<file path="src/rtl/vanilla_barrier_node.sv">
// rtl/vanilla_barrier_node.sv - per-tile sense-reversal barrier router with pending-cycle counter
module vanilla_barrier_node #(
    parameter int barrier_dirs_p        = 7,
    parameter int stall_counter_width_p = 32,
    localparam int barrier_lg_dirs_lp   = ((barrier_dirs_p + 1) <= 1) ? 1 : $clog2(barrier_dirs_p + 1)
) (
    input  logic                             clk_i,
    input  logic                             reset_i,
    input  logic                             pi_i,
    input  logic [barrier_dirs_p-1:0]        barrier_src_r_i,
    input  logic [barrier_lg_dirs_lp-1:0]    barrier_dest_r_i,
    input  logic [barrier_dirs_p-1:0]        gather_i,
    input  logic [barrier_dirs_p-1:0]        release_i,
    output logic                             gather_o,
    output logic                             release_o,
    output logic                             po_o,
    input  logic                             stall_clear_i,
    output logic [stall_counter_width_p-1:0] stall_count_o
);

    // Registered arrivals: bit 0 carries the local Pi, higher bits the neighbour gathers.
    logic [barrier_dirs_p-1:0]        in_r;
    logic [barrier_dirs_p-1:1]        rel_in_r;
    logic                             gather_r;
    logic                             release_r;
    logic [stall_counter_width_p-1:0] stall_count_r;

    logic                             arrived;
    logic                             dest_root;
    logic                             dest_hit;
    logic                             rel_sel;
    logic                             pending;

    // Bit 0 of the neighbour buses has no meaning; the local input is pi_i.
    logic unused_bit0;
    assign unused_bit0 = gather_i[0] ^ release_i[0];

    // Arrival detection and release-source selection from the configured directions.
    always_comb begin
        arrived   = 1'b0;
        dest_root = 1'b0;
        dest_hit  = 1'b0;
        rel_sel   = 1'b0;
        // A source has arrived once its bit differs from the current sense.
        if (barrier_src_r_i != '0) begin
            arrived = (((in_r ^ {barrier_dirs_p{gather_r}}) & barrier_src_r_i) == barrier_src_r_i);
        end
        dest_root = (barrier_dest_r_i == barrier_lg_dirs_lp'(barrier_dirs_p));
        for (int d = 1; d < barrier_dirs_p; d++) begin
            if (barrier_dest_r_i == barrier_lg_dirs_lp'(d)) begin
                dest_hit = 1'b1;
                rel_sel  = rel_in_r[d];
            end
        end
    end

    // Local barrier is outstanding while our Pi differs from the release we have seen.
    assign pending = barrier_src_r_i[0] & (in_r[0] != release_r);

    // One-hop input stage for gather and release bits.
    always_ff @(posedge clk_i or posedge reset_i) begin
        if (reset_i) begin
            in_r     <= '0;
            rel_in_r <= '0;
        end else begin
            in_r     <= {gather_i[barrier_dirs_p-1:1], pi_i};
            rel_in_r <= release_i[barrier_dirs_p-1:1];
        end
    end

    // Gather sense flips once every selected source agrees; release follows root or dest.
    always_ff @(posedge clk_i or posedge reset_i) begin
        if (reset_i) begin
            gather_r  <= 1'b0;
            release_r <= 1'b0;
        end else begin
            if (arrived) begin
                gather_r <= ~gather_r;
            end
            if (dest_root) begin
                release_r <= gather_r;
            end else if (dest_hit) begin
                release_r <= rel_sel;
            end
        end
    end

    // Saturating pending-cycle counter; clear takes priority over counting.
    always_ff @(posedge clk_i or posedge reset_i) begin
        if (reset_i) begin
            stall_count_r <= '0;
        end else if (stall_clear_i) begin
            stall_count_r <= '0;
        end else if (pending && !(&stall_count_r)) begin
            stall_count_r <= stall_count_r + stall_counter_width_p'(1);
        end
    end

    assign gather_o      = gather_r;
    assign release_o     = release_r;
    assign po_o          = release_r;
    assign stall_count_o = stall_count_r;

endmodule

</file>
<file path="config.mk">
export PLATFORM = sky130hd
export DESIGN_NAME = vanilla_barrier_node
export DESIGN_NICKNAME = d
export VERILOG_FILES = /design/src/rtl/vanilla_barrier_node.sv
export SDC_FILE = /design/constraint.sdc
export NUM_CORES = 1
export LEC_CHECK = 0
export BUFFER_PORTS_ARGS = -buffer_cell sky130_fd_sc_hd__buf_2
export CELL_PAD_IN_SITES_DETAIL_PLACEMENT = 0
export CELL_PAD_IN_SITES_GLOBAL_PLACEMENT = 1
export CORE_UTILIZATION = 39
export DETAILED_ROUTE_END_ITERATION = 7
export PLACE_DENSITY_LB_ADDON = 0.1
export SLEW_MARGIN = 10
export SYNTH_ARGS = -nofsm -noshare
export SYNTH_HDL_FRONTEND = slang
export SYNTH_SLANG_ARGS = --single-unit
</file>
<file path="constraint.sdc">
create_clock -name clk_i -period 2.55 [get_ports clk_i]
set_clock_uncertainty 0.1 [all_clocks]
set_input_delay 0.51 -clock clk_i [delete_from_list [all_inputs] [get_ports clk_i]]
set_output_delay 0.51 -clock clk_i [all_outputs]
set_load 0.05 [all_outputs]
</file>
==> results of run 1 <==
registers in the layout, summed over array words and instances (netlist names):
register and flops:
gather_o 1, in_r 7, po_o 1, rel_in_r 6
stall_count_o 32
stage by stage:
| stage | util [%] | hold WS (ns) | worst slack (ns) |
|---|---|---|---|
| final | 51.2 | 0.204 | 0.155 |
| after global routing | 51.2 | 0.186 | 0.0599 |
| after CTS | 51.2 | 0.196 | 0.142 |
| after detailed placement | 49.6 | 0.403 | 0.160 |
| after global placement | 49.6 | 0.408 | 0.182 |
| after floorplan | - | 0.372 | 0.0363 |
cell type report:
type / count / share of cell area (%)
clock buffers: 5 / 2.37
clock inverters: 3 / 0.689
inverters: 10 / 1.29
multi-input cells: 174 / 38.4
flip-flops and latches: 47 / 40.7
well taps: 72 / 3.10
repair buffers: 72 / 13.4
metal layers:
layer,GRT usage [%],routed length [um],up-vias
met5,0,0,-
met3,3.43,216,4
li1,-,-,1028
met1,26.1,2580,1013
met2,30.9,2650,41
met4,5.89,47,0
worst reg2reg max path, delay by kind of cell (launching register included):
| family | cells | cell delay, ns |
|---|---|---|
| flip-flops | 1 | 0.43 |
| AND/OR/NAND/NOR | 3 | 1.00 |
| buffers and inverters | 1 | 0.19 |
| AO/OA/AOI/OAI | 2 | 0.61 |
report_power, final:
part           switching (W)  internal (W)  leakage [nW]
logic               0.000125     0.0000601         0.661
clock network       0.000265      0.000191        0.0402
registers          0.0000223      0.000768         0.614
total               0.000411       0.00102          1.32
cell families after synthesis:
group,count (synthesis),share of synthesized area (%)
simple gates,101,24.0
compound gates,57,15.2
flops,47,49.7
buf+inv,18,3.07
mux,9,5.18
xor+xnor,6,2.22
fa+ha+maj,1,0.529
worst max path at each step:
stage / slack (ns) / start / end / cells past startpoint
finish: 0.16 / stall_count_o[6] / stall_count_o[24] / 6
global route: 0.06 / stall_count_o[11] / stall_count_o[18] / 6
CTS: 0.14 / stall_count_o[6] / stall_count_o[24] / 6
detailed placement: 0.16 / stall_count_o[6] / stall_count_o[26] / 6
global placement: 0.18 / stall_count_o[6] / stall_count_o[24] / 6
floorplan: 0.04 / stall_count_o[14] / stall_count_o[28] / 5
synthesized netlist by cell type (2+ instances only):
cell       instances
nor2b_1            8
a31oi_1            2
nand3_1           12
xor2_1             4
dfrtp_1           47
clkbuf_1           6
nand2_1           19
a21oi_1           19
a2111oi_0          2
or3_1             15
mux4_2             2
o31ai_1            4
nand4_1            4
nor2_1            14
inv_1             10
and2_1             3
and4_1             6
mux2_2             6
and3_1             7
o211ai_1           2
nor3_1             2
xnor2_1            2
or4_1              3
nor4_1             4
o21ai_0           15
cells in the final DEF (no fill, tap or decap), types with 3 or more instances in the layout:
| cell type | count |
|---|---|
| dfrtp_2 | 4 |
| inv_1 | 9 |
| o21ai_0 | 15 |
| clkbuf_8 | 5 |
| mux2_2 | 6 |
| nand2_1 | 19 |
| nor2b_1 | 8 |
| buf_2 | 60 |
| or3_1 | 15 |
| buf_4 | 12 |
| a21oi_1 | 19 |
| and3_1 | 7 |
| and4_1 | 6 |
| dfrtp_1 | 43 |
| nor2_1 | 14 |
| nor4_1 | 4 |
| nand4_1 | 4 |
| nand3_1 | 12 |
| o31ai_1 | 4 |
| or4_1 | 3 |
| and2_1 | 3 |
| xor2_1 | 4 |
==> results.md, run 1 <==
* Status: complete, no violations
* # rows at 27
* Synth Register Bits at 47
* TritonCTS clock tree: done
* WL final at 5500 um
* Worst Hold Path EP: in_r[2]
* Post-synthesis sequential area ratio at 49.7%
* Crit-path max FO at 7
* Dominant cells by area after synthesis: dfrtp_1 50%, a21oi_1 4.0%, or3_1 4.0%
* Drt pass-1 iters at 4
* Fin crit share at 93.9%
* GR Overflow Total at 0
* Die Wd at 79.9 um
* Design area at 0.00290 mm2
* Slew Limit Headroom at 59.5%
* Core area at 0.00568 mm2
* R2R Path Start: stall_count_o[6]
* Arrival time worst endpoint at 2.53 ns
* FFs w/ async S/R, synth at 100%
* Worst reg2reg path endpoint: stall_count_o[24]
* R2r setup slk at 0.16 ns
* Die Height at 79.9 um
* Top FF cell, synth: dfrtp_1
* Clock Latency Late Sink at 0.30 ns
* WS Path Type: reg2reg
* WHS Path Cells at 1
* Via count at 2086
* Unrepaired setup endpoints after global routing: no
* Hold Crit Class: in2reg
* DRT iter0 DRCs at 177
* Fill count at 548
* Post-synth EDFFs at 0
* Area Overhead vs Synth at 22.8%
* Post-route ant nets at 0
* Dpl cells at 375
* Clock transition at path regs at 0.09 ns
* Clock Tree Buf Depth at 2
* Top Family by Delay on Critical Path: simple AND/OR/NAND/NOR gates
* Crit path cell chain: nand4_2 > or4_4 > a2111o_1 > buf_4 > or3_1 > a21oi_1
* Post-route minimum period at 2.39 ns
* Pwr Density at 493 mW/mm2
* Post_cts resized at 0
* Fin nets at 339
* Hold buffer count at cts at 0
* Layout cells sized above 1 at 31.2%
* Syn avg cell area at 9.89 um2
* Mapped Nets at 268
* Diodes inserted at 0
* CP startpoint kind: register
* DP Area at 0.00282 mm2
* Synth warn at 0
* Vias in the first global route at 1956
* Leak Pwr at 1.32 nW
* Buffer and inverter count on the worst path at 1
* Worst-Margin Slew at 0.592 ns
* Critical Path RT at 2.68 ns
* Die ar. at 0.00638 mm2
* Setup_tns at 0 ns
* R2R depth at 6
* Drt drc at 0
* Worst vdd ir at 253 uV
* Clock root buffer: clkbuf_8
* Seq. cell area at 0.00118 mm2
* Final hold violations at 0
* Post-Synthesis Cells at 239
* Top cell type's share of synthesized area at 49.7%
* Post-route insts no fill at 383
* Final setup vio count at 0
* Avg WL per Cell at 14.4 um
* PortBufs at 60
* Yosys cell types at 46
* CP peak stage delay at 0.53 ns
* Synthesized area at 0.00236 mm2
* Synth area leader: dfrtp_1
* IO Count at 63
* First-pass GRT wire length at 9410 um
* Placer Congestion at 0.776
* Fmax at 418 MHz
* Largest net degree at the start of global routing at 48
* H-tree depth at 2
* Hold wc startpoint: gather_i[2]
* Max-cap violations at 0
* Sink Count at 47
* Multi-input gate area at 0.00112 mm2
* Crit-path slowest cell: or4_4
* Post-CTS Setup Bufs at 0
* HPWL after detailed placement at 4010 um
* Total track usage at 19.2%
* Initial Util at 41.7%
* Vias per inst at 5.45
* Fin. max-slew vios at 0
* CP Capture Type: register
* Total power at 0.00143 W
* Initial antenna violation count at 0
* CTS buffer count at 5
Note: power is estimated with default switching activity, not from simulation.
==> run 2: changes to the inputs <==
- BUFFER_PORTS_ARGS: -buffer_cell sky130_fd_sc_hd__buf_2 -> -buffer_cell sky130_fd_sc_hd__buf_4
==> run 2 against run 1 <==
Wire length increased by 2.4%; hold slack got worse by 0.0019 ns; combinational power increased by 9%; sequential power about the same; clock-buffer cell count unchanged; register-to-register slack improved by 0.03 ns; cell count increased by 0.78%; via count increased by 1.2%; critical endpoint is now stall_count_o[30]; fmax increased by 1.1%.
==> results.md, run 2 (same netlist as run 1, synthesis figures left out) <==
* Status: complete, no violations
* Pwr Density at 478 mW/mm2
* Power share of the clock group at 32.6%
* Worst reg2reg path endpoint: stall_count_o[30]
* Via count at 2111
* R2R Path Start: stall_count_o[7]
* Unrepaired setup endpoints after global routing: no
* Post-route minimum period at 2.37 ns
* Core area at 0.00568 mm2
* Max reg flops at 32
* Critical Path RT at 2.69 ns
* IO Count at 63
* Final core occ at 54.3%
* Clock transition at path regs at 0.10 ns
* Logic pwr share at 13.7%
* Sink Count at 47
* Fill count at 545
* Post_cts resized at 0
* Design area at 0.00308 mm2
* Switching share of power at 28.7%
* Hold wc startpoint: release_i[3]
* Worst setup path start: stall_count_o[7]
* H-tree depth at 2
* PortBufs at 60
* DP Area at 0.00299 mm2
* Slew Limit Headroom at 48.0%
* Clock Tree Buf Depth at 2
* Fmax at 422 MHz
* Final hold violations at 0
* Crit-path max FO at 7
* TritonCTS clock tree: done
* R2r setup slk at 0.18 ns
* Fin crit share at 92.9%
* WL final at 5630 um
* Avg WL per Cell at 14.6 um
* WHS Path Cells at 1
* Largest net degree at the start of global routing at 38
* Hold buffer count at cts at 0
* Die Wd at 79.9 um
* HPWL after detailed placement at 4150 um
* Initial Util at 41.7%
* CP Capture Type: register
* Initial antenna violation count at 0
* First-pass GRT wire length at 9220 um
* Psw at 0.000424 W
* Worst Hold Path EP: rel_in_r[3]
* Post-route ant nets at 0
* Worst-Margin Slew at 0.780 ns
* Layout cells sized above 1 at 31.8%
* Die Height at 79.9 um
* GR Overflow Total at 0
* Hold Crit Class: in2reg
* Worst vdd ir at 303 uV
* Most common cell after layout, fill and taps aside: buf_4
* Vias per inst at 5.47
* Fin. max-slew vios at 0
* Max-cap violations at 0
* Leak Pwr at 1.36 nW
* Total track usage at 18.7%
* Internal Pwr Total at 0.00105 W
* Setup_tns at 0 ns
* Vias in the first global route at 1991
* Drt drc at 0
* Diodes inserted at 0
* Die ar. at 0.00638 mm2
* Area Overhead vs Synth at 30.4%
* R2R depth at 6
* Final setup vio count at 0
* DRT iter0 DRCs at 122
* Seq pwr share at 53.7%
* Placer Congestion at 0.779
* WS Path Type: reg2reg
* Clock root buffer: clkbuf_8
* Arrival time worst endpoint at 2.50 ns
* Most frequent cells in the layout: 75 x buf_4, 43 x dfrtp_1, 19 x nand2_1, 19 x a21oi_1
* Drt pass-1 iters at 4
* Fin nets at 342
* # rows at 27
* Post-CTS Setup Bufs at 0
* CTS buffer count at 5
* Clock Latency Late Sink at 0.31 ns
* CP startpoint kind: register
-- run 2: worst max path at each step --
stage	to	slack [ns]	depth (start not counted)
3_5_place_dp	stall_count_o[28]	0.18	5
6_report	stall_count_o[30]	0.18	6
2_1_floorplan	stall_count_o[28]	0.04	5
3_3_place_gp	stall_count_o[30]	0.20	6
5_1_grt	stall_count_o[30]	0.03	6
4_1_cts	stall_count_o[30]	0.17	6
-- run 2: stage by stage --
stage	hold WS [ns]	worst slack (ns)	cells	total power, W
2_1_floorplan	0.372	0.0363	239	0.000933
5_1_grt	0.179	0.0336	386	0.00154
3_3_place_gp	0.395	0.196	378	0.00101
6_report	0.202	0.181	386	0.00147
4_1_cts	0.196	0.172	386	0.00149
3_5_place_dp	0.402	0.179	378	0.00101
-- run 2: power groups by stage --
| stage | sequential [W] | clock (W) | combinational [W] |
|---|---|---|---|
| 3_5_place_dp | 0.000808 | 0 | 0.000205 |
| 4_1_cts | 0.000793 | 0.000492 | 0.000205 |
| 3_3_place_gp | 0.000807 | 0 | 0.000203 |
| 5_1_grt | 0.000797 | 0.000525 | 0.000219 |
| 6_report | 0.000792 | 0.000480 | 0.000202 |
| 2_1_floorplan | 0.000845 | 0 | 0.0000875 |
-- run 2: layer usage --
metal	global-route usage (%)	part of all wire [%]	vias to the layer above
met4	6.43	1.4	0
met2	30.3	48	42
met1	24.9	47	1022
li1	-	-	1037
met5	0	0	-
met3	3.54	3.7	10
-- run 2: critical path, stage by stage, from the launching register on --
cell	delay, ns
dfrtp_2	0.42
nand4_2	0.13
or4_4	0.53
a2111o_1	0.46
buf_4	0.19
or3_1	0.33
a21oi_1	0.14
-- run 2: area by class of cell --
| cell class | count | area (um2) | share of cell area (%) |
|---|---|---|---|
| inverters | 10 | 37.5 | 1.22 |
| well taps | 72 | 90.1 | 2.92 |
| repair buffers | 75 | 563 | 18.3 |
| clock buffers | 5 | 68.8 | 2.23 |
| multi-input cells | 174 | 1120 | 36.2 |
| flip-flops and latches | 47 | 1180 | 38.3 |
| clock inverters | 3 | 27.5 | 0.892 |
